--- src/rtl/fpu_reader_pkg.sv ---
// Shared types and sizing constants for the FPU master RAM burst reader.
package fpu_reader_pkg;

    localparam int ADDR_W = 4;
    localparam int CNT_W  = ADDR_W + 1;
    localparam int DEPTH  = 1 << ADDR_W;

    typedef enum logic [1:0] {
        IDLE  = 2'd0,
        READ  = 2'd1,
        DRAIN = 2'd2
    } state_t;

endpackage

--- src/rtl/fpu_reader_skid.sv ---
// Two-entry output buffer carrying RAM words (plus a LAST tag) to the consumer
// with a valid/ready handshake; the head entry drives the outputs directly.
module fpu_reader_skid
    import fpu_reader_pkg::*;
#(
    parameter int Width = 32
) (
    input  logic             clk_i,
    input  logic             resetN_i,
    input  logic             inValid_i,
    input  logic [Width-1:0] inData_i,
    input  logic             inLast_i,
    input  logic             outReady_i,
    output logic             outValid_o,
    output logic [Width-1:0] outData_o,
    output logic             outLast_o,
    output logic [1:0]       count_o
);

    logic [Width:0] head_q, head_d;
    logic [Width:0] tail_q, tail_d;
    logic [1:0]     count_q, count_d;
    logic [Width:0] inWord;
    logic           pop;

    assign inWord = {inLast_i, inData_i};

    // The reader only pushes when a slot is guaranteed, so a push into a
    // full buffer is always paired with a pop.
    always_comb begin
        head_d  = head_q;
        tail_d  = tail_q;
        count_d = count_q;
        pop     = (count_q != 2'd0) && outReady_i;
        case (count_q)
            2'd0: begin
                if (inValid_i) begin
                    head_d  = inWord;
                    count_d = 2'd1;
                end
            end
            2'd1: begin
                if (inValid_i && pop) begin
                    head_d = inWord;
                end else if (inValid_i) begin
                    tail_d  = inWord;
                    count_d = 2'd2;
                end else if (pop) begin
                    count_d = 2'd0;
                end
            end
            default: begin
                if (pop) begin
                    head_d = tail_q;
                    if (inValid_i) begin
                        tail_d = inWord;
                    end else begin
                        count_d = 2'd1;
                    end
                end
            end
        endcase
    end

    always_ff @(posedge clk_i) begin
        if (!resetN_i) begin
            head_q  <= '0;
            tail_q  <= '0;
            count_q <= 2'd0;
        end else begin
            head_q  <= head_d;
            tail_q  <= tail_d;
            count_q <= count_d;
        end
    end

    assign outValid_o = (count_q != 2'd0);
    assign outData_o  = head_q[Width-1:0];
    assign outLast_o  = head_q[Width] && outValid_o;
    assign count_o    = count_q;

endmodule

--- src/rtl/fpu_master_reader.sv ---
// Burst reader: streams REQ_CNT consecutive words from the FPU master RAM to a
// valid/ready consumer. Define FPU_READER_REVERSE_EN to add REQ_DIR (descending bursts).
module fpu_master_reader
    import fpu_reader_pkg::*;
#(
    parameter int Width = 32,
    parameter int AddrW = ADDR_W
) (
    input  logic             CLK,
    input  logic             RESET,
    input  logic             REQ,
    input  logic [AddrW-1:0] REQ_ADDR,
    input  logic [AddrW:0]   REQ_CNT,
`ifdef FPU_READER_REVERSE_EN
    input  logic             REQ_DIR,
`endif
    output logic             BUSY,
    output logic             RDEN,
    output logic [AddrW-1:0] RADDR,
    input  logic [Width-1:0] DI,
    output logic [Width-1:0] DO,
    output logic             DOVALID,
    input  logic             DORDY,
    output logic             LAST,
    output logic             DONE
);

    localparam logic [AddrW-1:0] AddrOne = 1;
    localparam logic [AddrW:0]   CntOne  = 1;

    state_t           state_q, state_d;
    logic [AddrW-1:0] raddr_q, raddr_d;
    logic [AddrW:0]   rdRem_q, rdRem_d;
    logic             diValid_q, diValid_d;
    logic             diLast_q, diLast_d;
`ifdef FPU_READER_REVERSE_EN
    logic             dir_q, dir_d;
`endif

    logic             rden;
    logic             xfer;
    logic             room;
    logic [1:0]       occ;
    logic [2:0]       pending;

    assign xfer = DOVALID && DORDY;

    // A read issued now lands two edges later; allow it only if the buffer
    // could still absorb it even if the consumer stalls from now on.
    assign pending = {1'b0, occ} + {2'b0, diValid_q};
    assign room    = pending < (3'd2 + {2'b0, xfer});

    always_comb begin
        state_d = state_q;
        raddr_d = raddr_q;
        rdRem_d = rdRem_q;
`ifdef FPU_READER_REVERSE_EN
        dir_d   = dir_q;
`endif
        rden    = 1'b0;
        case (state_q)
            IDLE: begin
                if (REQ && (REQ_CNT != '0)) begin
                    state_d = READ;
                    raddr_d = REQ_ADDR;
                    rdRem_d = REQ_CNT;
`ifdef FPU_READER_REVERSE_EN
                    dir_d   = REQ_DIR;
`endif
                end
            end
            READ: begin
                rden = (rdRem_q != '0) && room;
                if (rden) begin
                    rdRem_d = rdRem_q - CntOne;
`ifdef FPU_READER_REVERSE_EN
                    raddr_d = dir_q ? (raddr_q - AddrOne) : (raddr_q + AddrOne);
`else
                    raddr_d = raddr_q + AddrOne;
`endif
                    if (rdRem_q == CntOne) begin
                        state_d = DRAIN;
                    end
                end
            end
            DRAIN: begin
                if (xfer && LAST) begin
                    state_d = IDLE;
                end
            end
            default: state_d = IDLE;
        endcase
        diValid_d = rden;
        diLast_d  = rden && (rdRem_q == CntOne);
    end

    // Clearing diValid_q on reset drops any RAM data still in flight.
    always_ff @(posedge CLK) begin
        if (!RESET) begin
            state_q   <= IDLE;
            raddr_q   <= '0;
            rdRem_q   <= '0;
            diValid_q <= 1'b0;
            diLast_q  <= 1'b0;
`ifdef FPU_READER_REVERSE_EN
            dir_q     <= 1'b0;
`endif
        end else begin
            state_q   <= state_d;
            raddr_q   <= raddr_d;
            rdRem_q   <= rdRem_d;
            diValid_q <= diValid_d;
            diLast_q  <= diLast_d;
`ifdef FPU_READER_REVERSE_EN
            dir_q     <= dir_d;
`endif
        end
    end

    fpu_reader_skid #(
        .Width(Width)
    ) u_skid (
        .clk_i     (CLK),
        .resetN_i  (RESET),
        .inValid_i (diValid_q),
        .inData_i  (DI),
        .inLast_i  (diLast_q),
        .outReady_i(DORDY),
        .outValid_o(DOVALID),
        .outData_o (DO),
        .outLast_o (LAST),
        .count_o   (occ)
    );

    assign BUSY  = (state_q != IDLE);
    assign RDEN  = rden;
    assign RADDR = raddr_q;
    assign DONE  = (state_q == DRAIN) && xfer && LAST;

endmodule
--- config.mk ---
export PLATFORM = sky130hd
export DESIGN_NAME = fpu_master_reader
export DESIGN_NICKNAME = d
export VERILOG_FILES = /design/src/rtl/fpu_reader_pkg.sv /design/src/rtl/fpu_reader_skid.sv /design/src/rtl/fpu_master_reader.sv
export SDC_FILE = /design/constraint.sdc
export NUM_CORES = 1
export LEC_CHECK = 0
export CAP_MARGIN = 10
export CORE_UTILIZATION = 50
export CTS_CLUSTER_SIZE = 10
export DETAILED_ROUTE_END_ITERATION = 12
export PLACE_DENSITY_LB_ADDON = 0.25
export SETUP_SLACK_MARGIN = 0.4
export SLEW_MARGIN = 0
export SYNTH_ARGS = -nofsm -noshare
export SYNTH_HDL_FRONTEND = slang
export SYNTH_SLANG_ARGS = --single-unit
--- constraint.sdc ---
create_clock -name CLK -period 2.05 [get_ports CLK]
set_clock_uncertainty 0.1 [all_clocks]
set_input_delay 0.615 -clock CLK [delete_from_list [all_inputs] [get_ports CLK]]
set_output_delay 0.615 -clock CLK [all_outputs]
set_load 0.01 [all_outputs]
==> summary.md <==
| Metric | Value |
|---|---|
| DR pass1 iterations | `4` |
| Gpl congestion | `between 0.8 and 0.9` |
| Ys flop type | `dfxtp_1` |
| Slew Limit Fails | `0` |
| Fin nets | `approximately 600` |
| Final setup vio count | `4` |
| Critical Setup Path Class | `flip-flop to primary output` |
| Vias in the first global route | `~3.2k` |
| Seq pwr share | `41.0%` |
| Via count | `~3.7k` |
| Failing checks | `negative setup slack` |
| Root Driver | `clkbuf_8` |
| Wire per inst | `18.68 um` |
| Syn Area/Cell | `slightly below 9 um2` |
| Mapped Area | `roughly 3900 um2` |
| Boundary pin count | `86` |
| Relative slew slack | `between 70% and 80%` |
| Setup WS pre-CTS | `-817.9 ps` |
| Period utilization | `107.9%` |
| Slowest stage delay, CP | `roughly 370 ps` |
| Peak supply drop | `around 0.5 mV` |
| CTS Buffer Depth | `2` |
| Port Buffers | `85` |
| Setup slack of the critical path after layout | `-161.8 ps` |
| Worst hold slack | `roughly 360 ps` |
| Leak | `around 2.2 nW` |
| First-pass GRT wire length | `around 15,000 um` |
| Min cycle time layout | `2212 ps` |
| Fmax | `between 400 and 500 MHz` |
| DR iter-0 viols | `between 100 and 150` |
| Hold Path Class | `flip-flop to flip-flop` |
| Worst Tran Pin Value | `between 400 and 500 ps` |
| WP data arrival | `about 1500 ps` |
| Via density | `roughly 5.7` |
| Largest delay contributor family on the critical path | `flip-flops` |
| Final hold vios | `0` |
| GRT overflow | `0` |
| Cts bufs inserted | `9` |
| # DRC | `0` |
| Post-Synthesis Cells | `444` |
| Antenna diodes | `0` |
| Syn nets | `494` |
| Worst path cell trace | `buf_6 > nor2_4 > buf_4 > o21ai_4 > nand2_2 > nor2_4 > buf_6` |
| Synth Register Bits | `between 80 and 90` |
| Req. time, crit path | `between 1000 and 1500 ps` |
| Max-Cap Viols | `0` |
| Status | `complete, but fails checks` |
| Sequential share of the synthesized area | `about 42%` |
| Post-synth EDFFs | `0` |
| Post-DRT Antenna Nets | `0` |
| Largest net degree at the start of global routing | `39` |
| Width of the die | `~90 um` |
| Pint | `between 3 and 4 mW` |
| Layout cells sized above 1 | `53.72%` |
| CTS sink cnt | `between 80 and 90` |
| Hpwl dp | `5823 um` |
| GRT Total Usage | `between 20% and 30%` |
| PD cells | `between 700 and 800 nW/um2` |
| Area Overhead vs Synth | `58.22%` |
| Core ar. | `approximately 7300 um2` |
| Cts-stage hold buffer count | `0` |
| Starting density of the core | `52.53%` |
| NetSw | `between 1 and 1.5 mW` |
| Logic pwr share | `between 30% and 40%` |
| Initial antenna violation count | `0` |
| RSZ-0062 raised after global routing | `true` |
| Crit path capture type | `primary output` |
| Setup TNS | `-193.4 ps` |
| Clock latency on the worst-skew pair | `360 ps` |
| Critical-path top delay cell | `dfxtp_2` |
| Worst-path clk slew | `approximately 80 ps` |
| Final WL | `12,140 um` |
| Std-Cell Rows | `31` |
| CP Launch Type | `flip-flop` |
| Filler cells | `a little under 400` |
| Die Ht | `89.77 um` |
| CTS tree | `built` |
| Clk pwr share | `between 20 and 30%` |
| Synth warn | `0` |
| CP bufs+invs | `3` |
| Die Area | `about 8100 um2` |
| H-tree depth | `3` |
| Fin util | `approximately 83%` |
| Sw Share | `30.27%` |
| Synth cell types | `just over 40` |
| Crit-path max FO | `4` |
| Synth async-reset ratio | `0%` |
## synth_stat cells, types with 2 or more instances
cell type | instances | area (um2)
a211oi_1 | 26 | 195.2
a211oi_2 | 10 | 125.1
a21oi_1 | 50 | 250.2
a31o_2 | 3 | 26.28
buf_1 | 3 | 11.26
buf_2 | 11 | 55.05
buf_4 | 38 | 285.3
clkbuf_1 | 10 | 37.54
dfxtp_1 | 81 | 1622
ha_1 | 5 | 62.56
inv_1 | 5 | 18.77
mux2i_1 | 35 | 350.3
nand2_1 | 74 | 277.8
nand2b_1 | 9 | 56.30
nand3_1 | 3 | 15.01
nand3b_1 | 2 | 15.01
nor2_1 | 43 | 161.4
nor2_2 | 3 | 18.77
nor2b_1 | 3 | 18.77
nor3_1 | 3 | 15.01
o21ai_0 | 3 | 15.01
o22ai_1 | 2 | 12.51
o31ai_1 | 4 | 30.03
## registers in the layout (all words and copies together), names as in the netlist
signal and cells:
u_skid.head_q 33, u_skid.tail_q 33, rdRem_q 5, RADDR 4, state_q 2, u_skid.count_o 2, diLast_q 1, diValid_q 1
## per-stage QoR
step | cell area [um2] | total power [mW] | instances
after CTS | 5308 | 4.028 | 628
after global routing | 6093 | 4.525 | 650
after floorplan | 3913 | 2.341 | 444
after global placement | 4783 | 2.669 | 599
final | 6093 | 4.371 | 650
after detailed placement | 4783 | 2.693 | 599
## logic make-up after synthesis
| kind of cell | Yosys count | synth area share, % |
|---|---|---|
| and+or+nand+nor | 145 | 16.28 |
| AOI/OAI and AO/OA | 109 | 19.79 |
| DFF | 81 | 42.11 |
| buffers and inverters | 68 | 10.88 |
| muxes | 35 | 9.097 |
| adders and majority gates | 5 | 1.624 |
| xor gates and xnor gates | 1 | 0.2275 |
## cells in the final DEF (no fill, tap or decap), drive strengths merged, types with 3 or more instances in the layout
cell type,instances
mux2i,35
clkbuf,28
nor2,46
nor3,3
buf,79
a21oi,51
clkdlybuf4s15,17
o31ai,4
clkdlybuf4s50,41
ha,5
nand2,74
a211oi,36
dfxtp,81
nor2b,3
nand2b,9
nand3,3
a31o,3
o21ai,5
inv,5
## what timing repair did
| action | CTS | global route |
|---|---|---|
| gates resized for setup | 179 | 178 |
| gates cloned | 0 | 9 |
| buffers inserted | 15 | 13 |
| endpoints found under the setup margin | 119 | 110 |
| pin swaps | 23 | 45 |
## final timing paths
path                                   from                       endpoint  slack (ps)  depth (start not counted)
max          u_skid.count_o[0]$_SDFFE_PN0P_                           RDEN        -160                          7
max reg2reg  u_skid.count_o[0]$_SDFFE_PN0P_        rdRem_q[2]$_SDFFE_PN0P_         120                          9
min reg2reg   u_skid.tail_q[1]$_SDFFE_PN0P_  u_skid.tail_q[1]$_SDFFE_PN0P_         360                          2
min           u_skid.tail_q[1]$_SDFFE_PN0P_  u_skid.tail_q[1]$_SDFFE_PN0P_         360                          2
## power groups by stage
stage	Sequential (mW)	Clock [mW]	Combinational (mW)
after floorplan	1.79	0	0.553
after global placement	1.79	0	0.884
after detailed placement	1.79	0	0.902
after CTS	1.76	1.24	1.03
after global routing	1.80	1.32	1.40
final	1.79	1.26	1.32
## routing by layer
layer | part of all wire, % | global-route usage [%] | vias up
met5 | 0 | 0 | -
met1 | 40 | 28.43 | 1798
met3 | 5.1 | 5.161 | 41
met2 | 51 | 39.55 | 139
li1 | - | - | 1714
met4 | 3.6 | 9.836 | 0
## worst min-delay path: stages, from the launching register on
cell and delay (ps):
dfxtp_1 310, nand2_1 50, a21oi_1 50
## area by class of cell
cell class	count	area [um2]	share of cell area, %
Inverter	5	18.77	0.3080
Multi-Input combinational cell	295	2486	40.80
Sequential cell	81	1665	27.33
Clock buffer	10	127.6	2.094
Clock inverter	4	70.07	1.150
Timing Repair Buffer	156	1602	26.28
Tap cell	99	123.9	2.033
Note: power is estimated with default switching activity, not from simulation.
==> edit (config.mk and constraints unchanged) <==
Re-encode `state_t` (3 states) as one-hot, 3 bits wide.
--- a/src/rtl/fpu_reader_pkg.sv
+++ b/src/rtl/fpu_reader_pkg.sv
@@ -6,8 +6,8 @@
     localparam int DEPTH  = 1 << ADDR_W;
 
-    typedef enum logic [1:0] {
-        IDLE  = 2'd0,
-        READ  = 2'd1,
-        DRAIN = 2'd2
+    typedef enum logic [2:0] {
+        IDLE  = 3'b001,
+        READ  = 3'b010,
+        DRAIN = 3'b100
     } state_t;
 
Check against the original RTL: no difference found for any inputs over 4 cycles, from zero or initial values and one cycle with RESET low; so few cycles prove little.
==> edit against the original RTL <==
The flow still finishes with violations (setup timing); register-to-register slack lost 0.05 ns; non-clock buffer count fell by 5; setup slack got worse by 0.12 ns; wire length decreased by 11%; via count is 3.0% lower; synthesized area rose by 4.0%; sequential cell count up 1; design area fell by 6.3%; highest routed layer unchanged.
Power is not compared: it rests on default switching activity, and its combinational part moved more than twofold at a synthesized area within 25%.
==> edit: results (changes against the original RTL) <==
Timing
  – Final worst slack: -0.278 ns (was -0.162 ns)
  – Count of final setup violators: 3 (was 4)
  – Actual slew at the worst max-slew pin: 0.403 ns (was 0.408 ns)

Finish
  – Final nets: 602 (was 598)
  – Layout cell share with drive strength beyond 1: 34.6% (was 53.7%)
  – Fill count: 543 (was 395)

Routing
  – WL/cell: 16.4 um (was 18.7 um)
  – Post-detailed-routing wire length: 10.8 mm (was 12.1 mm)
  – 1st-iter DRT viols: 94 (was 102)
  – Routed vias: 3580 (was 3692)

Logic synthesis
  – Cell count after synthesis: 453 (was 444)
  – Unique masters post-synth: 45 (was 41)
  – Sequential share of the synthesized area: 41.0% (was 42.1%)
  – Commonest cells in the netlist: nand2_1, dfxtp_1, mux2i_1 (was dfxtp_1, nand2_1, a21oi_1)
  – Synthesized Nets: 503 (was 494)
  – Synth top area cells: dfxtp_1, nand2_1, mux2i_1, o211a_1, a21boi_0 (was dfxtp_1, mux2i_1, buf_4, nand2_1, a21oi_1)

Setup path
  – FF-to-FF setup slack: 0.07 ns (was 0.12 ns)
  – WP data arrival: 1.61 ns (was 1.50 ns)
  – CP Max Fanout: 2 (was 4)
  – Worst r2r path cells: 8 (was 9)

Status
  – Status: finished, violations left (unchanged)
  – Failing checks: setup timing (unchanged)

Global route
  – Global-route wire length before repair: 17.4 mm (was 15.3 mm)
  – Vias in the first global route: 3687 (was 3201)
  – Gr usage total: 26.4% (was 23.3%)
  – Largest net degree at the start of global routing: 41 (was 39)

Placed design
  – # placed instances: 617 (was 599)
  – Final GP Congestion: 0.868 (was 0.872)
  – Detailed Place HPWL: 5.84 mm (was 5.82 mm)

Min path
  – WHS Endpoint: u_skid.tail_q[19]$_SDFFE_PN0P_ (was u_skid.tail_q[1]$_SDFFE_PN0P_)
  – Worst Hold Launch: u_skid.tail_q[19]$_SDFFE_PN0P_ (was u_skid.tail_q[1]$_SDFFE_PN0P_)
==> edit: repair_timing <==
item | 4_1_cts | 5_1_grt
resized for setup | 228 | 38
pin swaps | 19 | 1
buffers inserted | 13 | 6
endpoints found under the setup margin | 121 | 111
cloned | 7 | 0
==> edit: area by class of cell <==
class                   count  share of cell area (%)
clock buffers              10                    2.41
clock inverters             6                    1.56
inverters                   5                   0.548
multi-input cells         303                    36.9
flip-flops and latches     82                    29.7
well taps                 102                    2.24
repair buffers            151                    26.7
==> edit: critical path, stage by stage, from the launching register on <==
cell     delay, ns
dfxtp_2       0.38
ha_4          0.21
o31a_1        0.32
nor4_4        0.17
buf_2         0.18
==> edit: how the worst max path moves through the flow <==
stage	from	end	slack [ns]
global route	u_skid.count_o[0]$_SDFFE_PN0P_	RDEN	-0.33
detailed placement	DORDY	RDEN	-1.08
global placement	DORDY	RDEN	-1.07
CTS	u_skid.count_o[0]$_SDFFE_PN0P_	RDEN	-0.29
floorplan	DORDY	RDEN	-0.01
finish	u_skid.count_o[0]$_SDFFE_PN0P_	RDEN	-0.28
==> edit: per-layer routing <==
metal	up-vias	routed length, um	track usage [%]
li1	1726	-	-
met2	99	5410	45.7
met3	26	526	5.70
met4	0	256	11.0
met5	-	0	0
met1	1729	4640	31.3
==> edit: cell families (layout without fill, tap and decap cells) <==
group	Yosys count	after routing	share of synthesized area, %
AOI/OAI and AO/OA	97	97	20.2
xor gates and xnor gates	1	1	0.219
adders and majority gates	5	5	1.56
buffers and inverters	68	172	9.77
DFF	82	82	41.0
muxes	35	35	8.74
and+or+nand+nor	165	165	18.6
==> edit: where the power goes <==
group	leakage, uW	switching (uW)	total, uW	internal (uW)
logic	0.00182	241	538	297
clock network	0.000109	626	1350	721
registers	0.000682	26.5	1650	1630
total	0.00261	894	3540	2650
==> edit: per-stage QoR <==
step | setup WS (ns) | hold WS, ns | utilization, % | cell area (sq um) | setup TNS [ns]
3_5_place_dp | -1.08 | 0.349 | 64.9 | 5020 | -29.27
6_report | -0.278 | 0.360 | 73.9 | 5710 | -0.640
5_1_grt | -0.333 | 0.388 | 73.9 | 5710 | -0.893
4_1_cts | -0.294 | 0.360 | 74.4 | 5750 | -0.678
2_1_floorplan | -0.0122 | 0.335 | - | 4050 | -0.0122
3_3_place_gp | -1.07 | 0.341 | 64.9 | 5020 | -27.87
